===== src/rtl/lns_pkg.sv =====
// Shared LNS constants and sequencer state encoding for the dot-product sequencer.
package lns_pkg;

    localparam logic [15:0] LNS_ZERO = 16'h4000;
    localparam logic [15:0] LNS_ONE  = 16'h0000;

    typedef enum logic [2:0] {
        ST_IDLE,
        ST_ACC,
        ST_DRAIN,
        ST_MERGE,
        ST_WAIT0,
        ST_WAIT1,
        ST_DONE
    } lns_state_e;

endpackage


===== src/rtl/lns_dot_seq_if.sv =====
// Bundle of control, operand, lnspipe and status signals of lns_dot_seq.
// Optional stall_cnt signal exists only when LNS_DOT_STALL_CNT_EN is defined.
interface lns_dot_seq_if #(parameter int LEN_W = 8);
    import lns_pkg::*;

    logic             start;
    logic [LEN_W-1:0] len;
    // Operand handshake: a pair moves on a rising edge where opd_valid & opd_ready;
    // opd_ready never depends on opd_valid, and the source holds data while valid is low-ready.
    logic             opd_valid;
    logic             opd_ready;
    logic [15:0]      opd_b;
    logic [15:0]      opd_c;
    logic [15:0]      alua0;
    logic [15:0]      alub0;
    logic [15:0]      aluc0;
    logic [15:0]      alur2;
    logic             busy;
    logic             done;
    logic [15:0]      result;
    lns_state_e       dbg_state;
`ifdef LNS_DOT_STALL_CNT_EN
    logic [15:0]      stall_cnt;
`endif

    modport master (
        output start, len, opd_valid, opd_b, opd_c, alur2,
        input  opd_ready, alua0, alub0, aluc0, busy, done, result,
`ifdef LNS_DOT_STALL_CNT_EN
        input  stall_cnt,
`endif
        input  dbg_state
    );

    modport slave (
        input  start, len, opd_valid, opd_b, opd_c, alur2,
        output opd_ready, alua0, alub0, aluc0, busy, done, result,
`ifdef LNS_DOT_STALL_CNT_EN
        output stall_cnt,
`endif
        output dbg_state
    );

endinterface


===== src/rtl/lns_dot_seq.sv =====
// Dot-product sequencer feeding an external 2-cycle lnspipe with two interleaved partial sums.
// Define LNS_DOT_STALL_CNT_EN to add the stall_cnt bubble counter.
module lns_dot_seq #(
    parameter int LEN_W = 8
) (
    input  logic          sysclk,
    input  logic          reset,
    lns_dot_seq_if.slave  bus
);
    import lns_pkg::*;

    lns_state_e       r_state;
    logic [LEN_W-1:0] r_rem;
    logic [1:0]       r_acc_cnt;
    logic [15:0]      r_hold;
    logic [15:0]      r_result;

    logic             w_ready;
    logic             w_xfer;
    logic [LEN_W-1:0] w_rem_next;
    logic [15:0]      w_alua;
    logic [15:0]      w_alub;
    logic [15:0]      w_aluc;

    assign w_ready    = (r_state == ST_ACC) && (r_rem != '0);
    assign w_xfer     = bus.opd_valid & w_ready;
    assign w_rem_next = r_rem - {{(LEN_W-1){1'b0}}, w_xfer};

    // The first two ACC cycles seed each lane with zero; afterwards each lane feeds back
    // its own result, which arrives exactly two cycles after it was issued.
    always_comb begin
        w_alua = LNS_ZERO;
        w_alub = LNS_ZERO;
        w_aluc = LNS_ZERO;
        case (r_state)
            ST_ACC: begin
                if (r_acc_cnt == 2'd2) w_alua = bus.alur2;
                if (w_xfer) begin
                    w_alub = bus.opd_b;
                    w_aluc = bus.opd_c;
                end
            end
            ST_DRAIN: w_alua = bus.alur2;
            ST_MERGE: begin
                w_alua = bus.alur2;
                w_alub = r_hold;
                w_aluc = LNS_ONE;
            end
            default: ;
        endcase
    end

    always_ff @(posedge sysclk) begin
        if (reset) begin
            r_state   <= ST_IDLE;
            r_rem     <= '0;
            r_acc_cnt <= '0;
            r_hold    <= LNS_ZERO;
            r_result  <= LNS_ZERO;
        end else begin
            case (r_state)
                ST_IDLE: begin
                    if (bus.start) begin
                        r_rem     <= bus.len;
                        r_acc_cnt <= '0;
                        if (bus.len == '0) begin
                            r_result <= LNS_ZERO;
                            r_state  <= ST_DONE;
                        end else begin
                            r_state <= ST_ACC;
                        end
                    end
                end
                ST_ACC: begin
                    r_rem <= w_rem_next;
                    if (r_acc_cnt != 2'd2) r_acc_cnt <= r_acc_cnt + 2'd1;
                    if ((w_rem_next == '0) && (r_acc_cnt != 2'd0)) r_state <= ST_DRAIN;
                end
                ST_DRAIN: begin
                    r_hold  <= bus.alur2;
                    r_state <= ST_MERGE;
                end
                ST_MERGE: r_state <= ST_WAIT0;
                ST_WAIT0: r_state <= ST_WAIT1;
                ST_WAIT1: begin
                    r_result <= bus.alur2;
                    r_state  <= ST_DONE;
                end
                ST_DONE:  r_state <= ST_IDLE;
                default:  r_state <= ST_IDLE;
            endcase
        end
    end

`ifdef LNS_DOT_STALL_CNT_EN
    logic [15:0] r_stall;

    always_ff @(posedge sysclk) begin
        if (reset) begin
            r_stall <= '0;
        end else if ((r_state == ST_IDLE) && bus.start) begin
            r_stall <= '0;
        end else if (w_ready && !bus.opd_valid && (r_stall != 16'hFFFF)) begin
            r_stall <= r_stall + 16'd1;
        end
    end

    assign bus.stall_cnt = r_stall;
`endif

    assign bus.opd_ready = w_ready;
    assign bus.alua0     = w_alua;
    assign bus.alub0     = w_alub;
    assign bus.aluc0     = w_aluc;
    assign bus.busy      = (r_state != ST_IDLE);
    assign bus.done      = (r_state == ST_DONE);
    assign bus.result    = r_result;
    assign bus.dbg_state = r_state;

endmodule


===== src/flat_wrapper.sv =====
// flat-port wrapper written by rule: the top's interface ports become plain ports
module lns_dot_seq_flat import lns_pkg::*;
#(
    parameter int LEN_W = 8
)
  (sysclk, reset, bus_start, bus_len, bus_opd_valid, bus_opd_b, bus_opd_c, bus_alur2, bus_opd_ready, bus_alua0, bus_alub0, bus_aluc0, bus_busy, bus_done, bus_result, bus_dbg_state);
  lns_dot_seq_if #(.LEN_W(LEN_W)) bus_i ();
  input  logic sysclk;
  input  logic reset;
  input wire logic [$bits(bus_i.start)-1:0] bus_start;
  input wire logic [$bits(bus_i.len)-1:0] bus_len;
  input wire logic [$bits(bus_i.opd_valid)-1:0] bus_opd_valid;
  input wire logic [$bits(bus_i.opd_b)-1:0] bus_opd_b;
  input wire logic [$bits(bus_i.opd_c)-1:0] bus_opd_c;
  input wire logic [$bits(bus_i.alur2)-1:0] bus_alur2;
  output wire logic [$bits(bus_i.opd_ready)-1:0] bus_opd_ready;
  output wire logic [$bits(bus_i.alua0)-1:0] bus_alua0;
  output wire logic [$bits(bus_i.alub0)-1:0] bus_alub0;
  output wire logic [$bits(bus_i.aluc0)-1:0] bus_aluc0;
  output wire logic [$bits(bus_i.busy)-1:0] bus_busy;
  output wire logic [$bits(bus_i.done)-1:0] bus_done;
  output wire logic [$bits(bus_i.result)-1:0] bus_result;
  output wire logic [$bits(bus_i.dbg_state)-1:0] bus_dbg_state;
  assign bus_i.start = bus_start;
  assign bus_i.len = bus_len;
  assign bus_i.opd_valid = bus_opd_valid;
  assign bus_i.opd_b = bus_opd_b;
  assign bus_i.opd_c = bus_opd_c;
  assign bus_i.alur2 = bus_alur2;
  assign bus_opd_ready = bus_i.opd_ready;
  assign bus_alua0 = bus_i.alua0;
  assign bus_alub0 = bus_i.alub0;
  assign bus_aluc0 = bus_i.aluc0;
  assign bus_busy = bus_i.busy;
  assign bus_done = bus_i.done;
  assign bus_result = bus_i.result;
  assign bus_dbg_state = bus_i.dbg_state;
  lns_dot_seq #(.LEN_W(LEN_W)) u_core (.sysclk(sysclk), .reset(reset), .bus(bus_i));
endmodule

===== config.mk =====
export PLATFORM = sky130hd
export DESIGN_NAME = lns_dot_seq_flat
export DESIGN_NICKNAME = d
export VERILOG_FILES = /design/src/rtl/lns_pkg.sv /design/src/rtl/lns_dot_seq_if.sv /design/src/rtl/lns_dot_seq.sv /design/src/flat_wrapper.sv
export SDC_FILE = /design/constraint.sdc
export NUM_CORES = 1
export LEC_CHECK = 0
export CAP_MARGIN = 10
export CELL_PAD_IN_SITES_DETAIL_PLACEMENT = 1
export CELL_PAD_IN_SITES_GLOBAL_PLACEMENT = 2
export CORE_AREA = 2 2 110 112
export DETAILED_ROUTE_END_ITERATION = 10
export DIE_AREA = 0 0 112 114
export GPL_TIMING_DRIVEN = 1
export HOLD_SLACK_MARGIN = 0.02
export PLACE_DENSITY_LB_ADDON = 0.1
export SLEW_MARGIN = 25
export SYNTH_ARGS = -nofsm -noshare
export SYNTH_HDL_FRONTEND = slang
export SYNTH_SLANG_ARGS = --single-unit

===== constraint.sdc =====
create_clock -name sysclk -period 6.1 [get_ports sysclk]
set_input_delay 1.525 -clock sysclk [delete_from_list [all_inputs] [get_ports sysclk]]
set_output_delay 1.525 -clock sysclk [all_outputs]
set_load 0.005 [all_outputs]

* Word level (Yosys, flattened, before mapping)
Index checks and enable logic that the tools add are counted. W data, S select, Z words.
Storage, ports and cells: bits in registers 45, bits of input ports 60, word-level logic and storage cells 53
Operators by class: reductions and logical operators 15, eq/ne operators 12, add/subtract/negate cells 2, bitwise logic cells 1, multiplexer cells 18
Operators by type and width (count):
- $pmux W16 S2 | 4
- $mux W16 | 5
- $pmux W3 S6 | 1
- $logic_not A8 Y1 | 2
- $pmux W8 S2 | 1
- $eq A3 B3 Y1 const B | 3
- $mux W3 | 3
- $mux W8 | 1
- $ne A2 B2 Y1 const B | 4
- $reduce_bool A8 Y1 | 1
- $sub A8 B1 Y8 | 1
- $eq A3 B2 Y1 const B | 2
- $reduce_and A3 Y1 | 2
- $reduce_bool A2 Y1 | 3
- $mux W2 | 2
- $pmux W2 S2 | 1
- $reduce_and A2 Y1 | 2
- $eq A3 B1 Y1 const B | 1
- $logic_not A3 Y1 | 1
- $reduce_bool A3 Y1 | 1
- $add A2 B1 Y2 const B | 1
- $eq A2 B2 Y1 const B | 1
- $logic_and A1 B1 Y1 | 2
- $ne A2 B1 Y1 const B | 1
- other kinds (2) | 2

* Logic depth before layout (Yosys ltp)
Gate-level depths: netlist of the first run.
depth after elaboration 8, gate-level depth with buffers 15, mapped depth without buffers 11

* Worst setup path before layout of the first run
No wires, ideal clock.
path type input -> output, from input port bus_opd_valid, to output port bus_alub0[1], stages on the path 4, buffers on the path 2, data arrival time 2120 ps, data required time 4575 ps, path slack 2455 ps, cell sequence and2_4 buf_6 buf_6 a22o_1
Between the ends: cells in the longest elaborated chain, start to end 3
RTL lines:
- start, declared | line flat_wrapper.sv:12 | input wire logic [$bits(bus_i.opd_valid)-1:0] bus_opd_valid;
- $and A1 B1 Y1 | line lns_dot_seq.sv:26 | assign w_xfer = bus.opd_valid & w_ready;
- $mux W16 | line lns_dot_seq.sv:38 | if (w_xfer) begin
- $pmux W16 S2 | line lns_dot_seq.sv:35 | case (r_state)
- end, declared | line flat_wrapper.sv:18 | output wire logic [$bits(bus_i.alub0)-1:0] bus_alub0;
No other way between the ends.

* Worst setup path after layout of the first run
from input port bus_opd_valid, to output port bus_alub0[4]
The elaborated chain is that of the path after synthesis.

==> flow_metrics.py, run 1 <==
metrics = {
    "pwr": {
        "switching_share_pct": 32.83,
        "ir_drop_v": 0.0001145,
        "pwr-share-comb_pct": 38.4,
        "leakagePower_nw": 1.469,
        "p_seq_share_pct": 35.2,
        "clkPwrFrac_pct": 26.3,
        "p_sw_w": 0.0003373,
        "power_w": 0.001027,
        "internal-power_w": 0.0006899,
        "p_per_area_mw_per_mm2": 257.0,
    },
    "floorplanning": {
        "io_pins": 130,
        "core_area_mm2": 0.01171,
        "die_w_um": 112,
        "rows": 40,
        "die_area_mm2": 0.01277,
        "initial_core_util_pct": 21.11,
        "dieHeight_um": 114,
    },
    "synth": {
        "avgSynthCellArea_um2": 7.874,
        "syn_nets": 379,
        "synthMuxAreaShare_pct": 0.4555,
        "ys.flop_type": "dfxtp_1",
        "ys.warnings.count": 0,
        "synth_edf_count": 0,
        "ys_seq_area_share_pct": 36.44,
        "synthArstFlopShare_pct": 0,
        "synth_cell_types": 46,
        "synthCells": 314,
        "synthSimpleGateAreaFrac_pct": 31.12,
        "synth_top_family_by_area": "simple AND/OR/NAND/NOR gates",
        "yosys-top-cells-area": "dfxtp_1 (36%), nand2_1 (5.9%), a22o_1 (5.3%)",
        "ys_seq_elements": 45,
        "synth_top_area_cell": "dfxtp_1",
        "synth_xor_area_share_pct": 0.3543,
        "synth_adder_area_share_pct": 2.530,
        "yosysTopAreaCellShare_pct": 36.44,
        "synth_compound_area_share_pct": 23.08,
        "netlist_area_mm2": 0.002472,
    },
    "timing": {
        "min_period_ps": 4903,
        "post-route-period-util_pct": 80.38,
        "timing.final.ws_setup_ps": 1197,
        "tightestPinTransition_ps": 904.8,
        "fmax_ghz": 0.2039,
        "rsz0062_at_grt": "false",
        "timing.setup.tns_ps": 0,
        "hold_viol": 0,
        "drv_slew": 0,
        "final-setup-viol-count": 0,
        "fin_skew_ps": 5.124,
        "relSlewSlack_pct": 39.46,
    },
    "critical_path": {
        "crit_type": "input port to primary output",
        "worstPathMaxFanout": 19,
        "crit_required_ps": 4580,
        "critPathArrivalTime_ps": 3380,
        "end_kind": "primary output",
        "worstSetupStartpointType": "input port",
    },
    "job": {
        "maxCapViolations": 0,
    },
    "global_routing": {
        "grt_pass1_wl_mm": 15.30,
        "grt.busiest_layer": "met2",
        "grt_pass1_vias": 2783,
        "grt_use_total_pct": 15.02,
        "antenna_found_initial": 0,
        "grt.met3_usage_pct": 4.410,
        "grt_max_degree": 46,
        "grt_overflow": 0,
        "use_met2_pct": 22.99,
        "met1_usage_pct": 21.02,
    },
    "clock_tree": {
        "postCtsSetupRepairBufs": 0,
        "clkTransAtPathRegs_ps": 60,
        "insertion_delay_ps": 280,
        "cts_buffers": 5,
        "cts_resized": 0,
        "clock-sinks": 45,
        "cts_buffer_depth": 2,
        "cts_max_level": 2,
        "tritoncts": "done",
        "cts_root_buf": "clkbuf_16",
        "hold_buffers": 0,
    },
    "drt": {
        "antenna_left": 0,
        "vias_per_cell": 4.769,
        "drt-pass1-iter-count": 4,
        "via_count": 2742,
        "routed_wl_mm": 9.617,
        "post_drt_wl_per_cell_um": 16.73,
        "drc": 0,
        "first_iter_violations": 77,
    },
    "finish": {
        "final_net_count": 493,
        "design_area_mm2": 0.003998,
        "diodes": 0,
        "final_layout_size_suffix_gt1_share_pct": 3.972,
        "finalNonFillerCells": 575,
        "area_growth_pct": 61.69,
    },
    "outcome": {
        "status": "complete, no violations",
    },
    "placement": {
        "port-buffer-count": 129,
        "placed_cells": 568,
        "gp_congestion": 0.7280,
        "pre_cts_slack_ps": 1209,
        "hpwl_mm": 7.147,
        "placed_cell_area_mm2": 0.003849,
    },
    "worst_hold_path": {
        "hold_class": "register to register",
    },
}
## Yosys cell counts (2+ instances only)
cell type / count
nand2_1: 39
ha_1: 5
inv_1: 10
nor4_1: 2
and2_1: 17
o21ai_0: 9
clkbuf_1: 17
a22oi_1: 17
a21o_1: 3
nor3_1: 11
o21a_1: 3
buf_6: 3
and3_1: 17
dfxtp_1: 45
buf_2: 2
or3_4: 2
a211oi_1: 4
nor2_1: 33
nor2b_1: 5
a21oi_1: 25
a221oi_1: 2
a22o_1: 15
nand3b_1: 4
nand2b_1: 2
## routing by layer
metal,wire (um),part of all wire (%)
met5,0,0
met2,4186,44
met3,665,6.9
met4,72,0.75
met1,4693,49
## final cells by class
class / count / area [um^2]
fillers: 1422 / 7714
repair buffers: 130 / 1299
clock buffers: 7 / 142.6
multi-input cells: 236 / 1434
well taps: 147 / 183.9
flip-flops and latches: 45 / 900.9
inverters: 10 / 37.54
## power by group through the flow
stage               registers [W]  clock network, W  logic (W)
floorplan                0.000345                 0   0.000234
global placement         0.000368                 0   0.000395
detailed placement       0.000369                 0   0.000399
CTS                      0.000362          0.000281   0.000401
global route             0.000368          0.000294   0.000441
finish                   0.000362          0.000271   0.000395
## worst max-delay path: stages
cell,delay (ps)
clkdlybuf4s50_1,740
and2_4,400
a22o_1,190
clkdlybuf4s50_1,520
## registers in the layout, indices dropped and copies added (netlist names)
register,flops
u_core.bus.result,16
u_core.r_hold,16
u_core.r_rem,8
u_core.bus.dbg_state,3
u_core.r_acc_cnt,2
## cells in the final DEF, fill, tap and decap left out, types with 2 or more instances in the layout
cell,instances
nor2_1,33
and3_1,17
ha_1,5
a211oi_1,4
clkbuf_16,5
nor2b_1,5
o21a_1,3
nand2b_1,2
clkdlybuf4s50_1,129
nor4_1,2
a22o_1,15
a21o_1,3
a21oi_1,25
nand2_1,39
nor3_1,10
dfxtp_1,45
inv_1,10
and2_1,17
o21ai_0,9
a221oi_1,2
a22oi_1,17
or3_4,2
nand3b_1,4
## cells by family after synthesis
group,after synthesis
compound gates,84
xor+xnor,1
fa+ha+maj,5
buf+inv,33
flops,45
mux,1
simple gates,145
## per-stage QoR
step	util (%)	hold WS, ps
CTS	34.08	463.2
global route	34.13	496.0
global placement	32.86	457.1
finish	34.13	462.8
detailed placement	32.86	455.1
floorplan	-	436.0
## final timing paths
check | end | cells past startpoint | from | slack (ps)
max | bus_alub0[4] | 4 | bus_opd_valid | 1200
min | u_core.r_hold[9]$_SDFFE_PP0P_ | 2 | u_core.r_hold[9]$_SDFFE_PP0P_ | 460
max reg2reg | u_core.bus.dbg_state[1]$_SDFFE_PP0P_ | 10 | u_core.bus.dbg_state[0]$_SDFFE_PP0P_ | 2130
min reg2reg | u_core.r_hold[9]$_SDFFE_PP0P_ | 2 | u_core.r_hold[9]$_SDFFE_PP0P_ | 460
(Power assumes the default switching activity.)
==> run 2, diff against run 1 <==
--- a/config.mk
+++ b/config.mk
@@ -8,9 +8,9 @@
 export CAP_MARGIN = 10
 export CELL_PAD_IN_SITES_DETAIL_PLACEMENT = 1
 export CELL_PAD_IN_SITES_GLOBAL_PLACEMENT = 2
-export CORE_AREA = 2 2 110 112
+export CORE_AREA = 2 2 112 114
 export DETAILED_ROUTE_END_ITERATION = 10
-export DIE_AREA = 0 0 112 114
+export DIE_AREA = 0 0 114 116
 export GPL_TIMING_DRIVEN = 1
 export HOLD_SLACK_MARGIN = 0.02
 export PLACE_DENSITY_LB_ADDON = 0.1
==> constraint.sdc (replaced) <==
create_clock -name sysclk -period 5 [get_ports sysclk]
set_input_delay 1.25 -clock sysclk [delete_from_list [all_inputs] [get_ports sysclk]]
set_output_delay 1.25 -clock sysclk [all_outputs]
set_load 0.005 [all_outputs]
==> flow_metrics.py, run 2 (synthesis results as in run 1) <==
metrics = {
    "outcome": {
        "status": "complete, no violations",
    },
    "placement": {
        "placed_cells": 569,
        "gp_congestion": 0.7462,
        "port-buffer-count": 129,
        "hpwl_mm": 7.292,
    },
    "finish": {
        "diodes": 0,
        "fill_cells": 1431,
        "mostFrequentLayoutCells": "clkdlybuf4s50_1 (129), dfxtp_1 (45), nand2_1 (39)",
        "final_net_count": 494,
        "layout_commonest_cell": "clkdlybuf4s50_1",
        "area_growth_pct": 61.99,
        "finalNonFillerCells": 577,
        "post-route-util_pct": 33.62,
        "final_layout_size_suffix_gt1_share_pct": 4.651,
    },
    "floorplanning": {
        "rows": 40,
        "dieHeight_um": 116,
        "die_w_um": 114,
        "io_pins": 130,
        "core_area_mm2": 0.01191,
        "die_area_mm2": 0.01322,
        "initial_core_util_pct": 20.76,
    },
    "timing": {
        "min_period_ps": 4344,
        "fmax_ghz": 0.2302,
        "post-route-period-util_pct": 86.88,
        "drv_slew": 0,
        "relSlewSlack_pct": 39.71,
        "tightestPinTransition_ps": 901.0,
        "rsz0062_at_grt": "false",
        "final-setup-viol-count": 0,
        "timing.setup.tns_ps": 0,
        "fin_skew_ps": 5.235,
        "hold_viol": 0,
    },
    "critical_path": {
        "end_kind": "primary output",
        "r2r_start": "u_core.bus.dbg_state[0]$_SDFFE_PP0P_",
        "critPathArrivalTime_ps": 3090,
        "rrSetupSlack_ps": 1270,
        "crit_type": "input port to primary output",
        "rr_endpoint": "u_core.bus.dbg_state[1]$_SDFFE_PP0P_",
        "crit_required_ps": 3750,
        "reg2reg_depth": 10,
        "worstPathMaxFanout": 19,
        "worstSetupStartpointType": "input port",
    },
    "clock_tree": {
        "clock-sinks": 45,
        "hold_buffers": 0,
        "cts_buffers": 5,
        "postCtsSetupRepairBufs": 0,
        "cts_resized": 0,
        "tritoncts": "done",
        "clkTransAtPathRegs_ps": 60,
        "cts_root_buf": "clkbuf_16",
        "insertion_delay_ps": 290,
        "cts_buffer_depth": 2,
        "cts_max_level": 2,
    },
    "drt": {
        "first_iter_violations": 91,
        "vias_per_cell": 4.692,
        "post_drt_wl_per_cell_um": 16.98,
        "antenna_left": 0,
        "via_count": 2707,
        "drc": 0,
        "drt-pass1-iter-count": 4,
        "routed_wl_mm": 9.797,
    },
    "pwr": {
        "pwr-share-comb_pct": 38.8,
        "p_sw_w": 0.0004261,
        "switching_share_pct": 33.87,
        "ir_drop_v": 0.0001632,
        "p_per_area_mw_per_mm2": 314.1,
        "power_w": 0.001258,
        "p_seq_share_pct": 35.2,
        "clkPwrFrac_pct": 26.0,
        "internal-power_w": 0.0008320,
        "leakagePower_nw": 1.473,
    },
    "worst_hold_path": {
        "hold_class": "register to register",
        "hp-start": "u_core.r_hold[8]$_SDFFE_PP0P_",
        "hold_path_depth": 2,
        "min_to": "u_core.r_hold[8]$_SDFFE_PP0P_",
    },
    "global_routing": {
        "grt_max_degree": 46,
        "grt_pass1_wl_mm": 15.19,
        "antenna_found_initial": 0,
        "grt_pass1_vias": 2747,
        "grt_use_total_pct": 14.63,
        "grt_overflow": 0,
    },
    "job": {
        "maxCapViolations": 0,
    },
}
[run 2: cell types whose count changed in the layout (fill, tap and decap cells not counted), sizes merged]
cell / previous run / this run
clkinvlp: 0 / 1
buf: 1 / 2
clkbuf: 7 / 5
clkinv: 0 / 2
[run 2: worst max-delay path, cell delays in order]
cell and delay, ps:
clkdlybuf4s50_1 720, and2_4 400, a22o_1 200, clkdlybuf4s50_1 510
[run 2: cell type report]
cell class,count,area [um^2],area share (%)
Sequential cell,45,900.9,22.49
Inverter,10,37.54,0.9372
Clock buffer,5,125.1,3.124
Timing Repair Buffer,131,1306,32.61
Multi-Input combinational cell,236,1434,35.80
Clock inverter,3,17.52,0.4374
Tap cell,147,183.9,4.592
[run 2: worst max-delay path by stage]
stage / startpoint / to / cells after the start
final: bus_opd_valid / bus_alub0[6] / 4
after global routing: bus_opd_valid / bus_alub0[6] / 4
after CTS: bus_opd_valid / bus_alub0[6] / 4
after detailed placement: bus_opd_valid / bus_alub0[6] / 4
after global placement: bus_opd_valid / bus_alub0[9] / 4
after floorplan: bus_opd_valid / u_core.bus.dbg_state[1]$_SDFFE_PP0P_ / 9
[run 2: per-layer routing]
metal,global-route usage [%],share of wire [%],up-vias
met5,0,0,-
li1,-,-,1339
met2,23.81,45,88
met3,3.400,7.1,4
met1,19.75,47,1276
met4,3.415,0.73,0
[run 2: power groups by stage]
stage / logic [W] / registers (W) / clock network [W]
2_1_floorplan: 0.000285 / 0.000420 / 0
3_3_place_gp: 0.000487 / 0.000451 / 0
3_5_place_dp: 0.000494 / 0.000451 / 0
4_1_cts: 0.000496 / 0.000443 / 0.000341
5_1_grt: 0.000542 / 0.000450 / 0.000356
6_report: 0.000488 / 0.000443 / 0.000327
[run 2: per-stage QoR]
stage / area [um^2] / hold slack [ps] / worst slack, ps
3_5_place_dp: 3862 / 459.8 / 653.6
4_1_cts: 4005 / 468.8 / 643.7
3_3_place_gp: 3856 / 457.6 / 695.7
2_1_floorplan: 2472 / 436.0 / 1728
5_1_grt: 4005 / 495.5 / 547.1
6_report: 4005 / 463.2 / 655.9
==> edit, RTL diff (flow settings as in run 1) <==
`LEN_W` is set to 8 in 3 places; all go to 4.
--- a/src/rtl/lns_dot_seq_if.sv
+++ b/src/rtl/lns_dot_seq_if.sv
@@ -1,5 +1,5 @@
 // Bundle of control, operand, lnspipe and status signals of lns_dot_seq.
 // Optional stall_cnt signal exists only when LNS_DOT_STALL_CNT_EN is defined.
-interface lns_dot_seq_if #(parameter int LEN_W = 8);
+interface lns_dot_seq_if #(parameter int LEN_W = 4);
     import lns_pkg::*;
 
--- a/src/rtl/lns_dot_seq.sv
+++ b/src/rtl/lns_dot_seq.sv
@@ -2,5 +2,5 @@
 // Define LNS_DOT_STALL_CNT_EN to add the stall_cnt bubble counter.
 module lns_dot_seq #(
-    parameter int LEN_W = 8
+    parameter int LEN_W = 4
 ) (
     input  logic          sysclk,
--- a/src/flat_wrapper.sv
+++ b/src/flat_wrapper.sv
@@ -2,5 +2,5 @@
 module lns_dot_seq_flat import lns_pkg::*;
 #(
-    parameter int LEN_W = 8
+    parameter int LEN_W = 4
 )
   (sysclk, reset, bus_start, bus_len, bus_opd_valid, bus_opd_b, bus_opd_c, bus_alur2, bus_opd_ready, bus_alua0, bus_alub0, bus_aluc0, bus_busy, bus_done, bus_result, bus_dbg_state);
Ports: changed (resized bus_len); port bits go from 130 to 126. The function was not compared with the original's and may differ.
==> edit against run 1 <==
Register-to-register slack better by 810 ps; global-route usage fell by 2.5 points; setup slack got worse by 250 ps; non-clock buffer count is the same; design area is 8.8% lower; core utilization is 3.0 points lower; synthesized area decreased by 16%; routed wire length is 16% lower; sequential cell count is 4 lower; critical endpoint is now bus_alub0[9]; highest routed layer unchanged.
Power is not compared: it rests on default switching activity, and its combinational part moved more than twofold at a synthesized area within 25%.
==> edit: results (changes against run 1) <==
Fraction of area in multi-input gates -> 31.4% (-4.4 points)
CTS sink cnt -> 41 (-8.9%)
Hold endpoint -> u_core.bus.result[14]
Post-synth top cells -> 41 x dfxtp_1, 39 x nand2_1, 30 x a22o_1
GP Congestion -> 0.742 (+1.9%)
Peak fanout along the critical path -> 16 (-3)
Mapped Cells -> 247 (-21%)
Post-detail-place hpwl -> 5.88 mm (-18%)
Count of cell types in the netlist -> 36 (-22%)
R2r worst-path depth -> 8 (-2)
Hold_sp -> u_core.bus.result[14]
Wire per inst -> 15.7 um (-6.0%)
Iteration-0 DRC count of the detailed router -> 76 (-1.3%)
FF/Latch Area -> 821 um^2 (-8.9%)
Worst Skew -> 4.45 ps (-0.672 ps)
NumNets Final -> 428 (-13%)
Pin count of the biggest net entering global routing -> 27 (-41%)
Hold slack -> 458 ps (-4.61 ps)
Max-Slew Margin vs Limit -> 37.4% (-2.1 points)
Buffering overhead -> 35.4% (+2.9 points)
Proportion of layout cells with a drive suffix above 1 -> 5.42% (+1.4 points)
Outcome -> finished clean
R2r setup slk -> 2940 ps (+810 ps)
GRT Util Overall -> 12.5% (-2.5 points)
Clk tree area frac -> 4.70% (+1.1 points)
Number of global-route vias before repair -> 2341 (-16%)
Drt via density -> 4.42 (-7.3%)
Area contributors post-synth -> dfxtp_1 40%, a22o_1 13%, nand2_1 7.1%
Fill count -> 1400 (-1.5%)
Wirelength, routed -> 8.12 mm (-16%)
Synthesized Nets -> 307 (-19%)
Placed insts -> 508 (-11%)
Sequential area share after synthesis -> 39.7% (+3.2 points)
edit: cell count changes after synthesis, sizes merged, moves of 3 or more:
cell and change:
nor2 -25, a22oi -17, a22o +15, clkbuf -8
nor3 -8, dfxtp -4, nor2b -4, o21ai -4
a21o -3, a21oi -3, o21a -3
edit: worst max path at each step:
stage	cells past startpoint	slack (ps)	from	endpoint
2_1_floorplan	4	2430	bus_opd_valid	bus_alub0[10]
3_3_place_gp	5	900	bus_opd_valid	bus_alub0[5]
3_5_place_dp	5	850	bus_opd_valid	bus_alub0[9]
4_1_cts	5	850	bus_opd_valid	bus_alub0[5]
5_1_grt	5	750	bus_opd_valid	bus_alub0[4]
6_report	5	940	bus_opd_valid	bus_alub0[9]
edit: cell families (layout without fill, tap and decap cells):
kind of cell / Yosys count / after routing / share of synthesized area, %
flops: 41 / 41 / 39.7
fa+ha+maj: 4 / 4 / 2.42
xor+xnor: 2 / 2 / 0.847
simple gates: 107 / 107 / 28.6
compound gates: 68 / 68 / 23.1
buf+inv: 25 / 147 / 5.38
edit: worst max-delay path: cells and delay by family:
kind,cells,cell delay [ps]
compound gates,1,160
buf+inv,3,1500
simple gates,1,440
edit: power groups by stage:
stage          clock network, uW  logic (uW)  registers, uW
2_1_floorplan                  0        68.5            289
3_3_place_gp                   0         156            295
3_5_place_dp                   0         157            295
4_1_cts                      318         158            289
5_1_grt                      327         170            290
6_report                     308         154            288
edit: per-layer routing:
layer	vias up	share of wire [%]	global-route usage, %
met1	1069	47	16.0
li1	1124	-	-
met4	0	0.71	2.68
met5	-	0	0
met3	4	7.0	3.67
met2	83	45	21.2
edit: per-stage QoR:
step	total power, uW	setup WS, ps
floorplan	357	2430
global placement	450	904
finish	750	942
CTS	765	851
detailed placement	452	855
global route	787	754
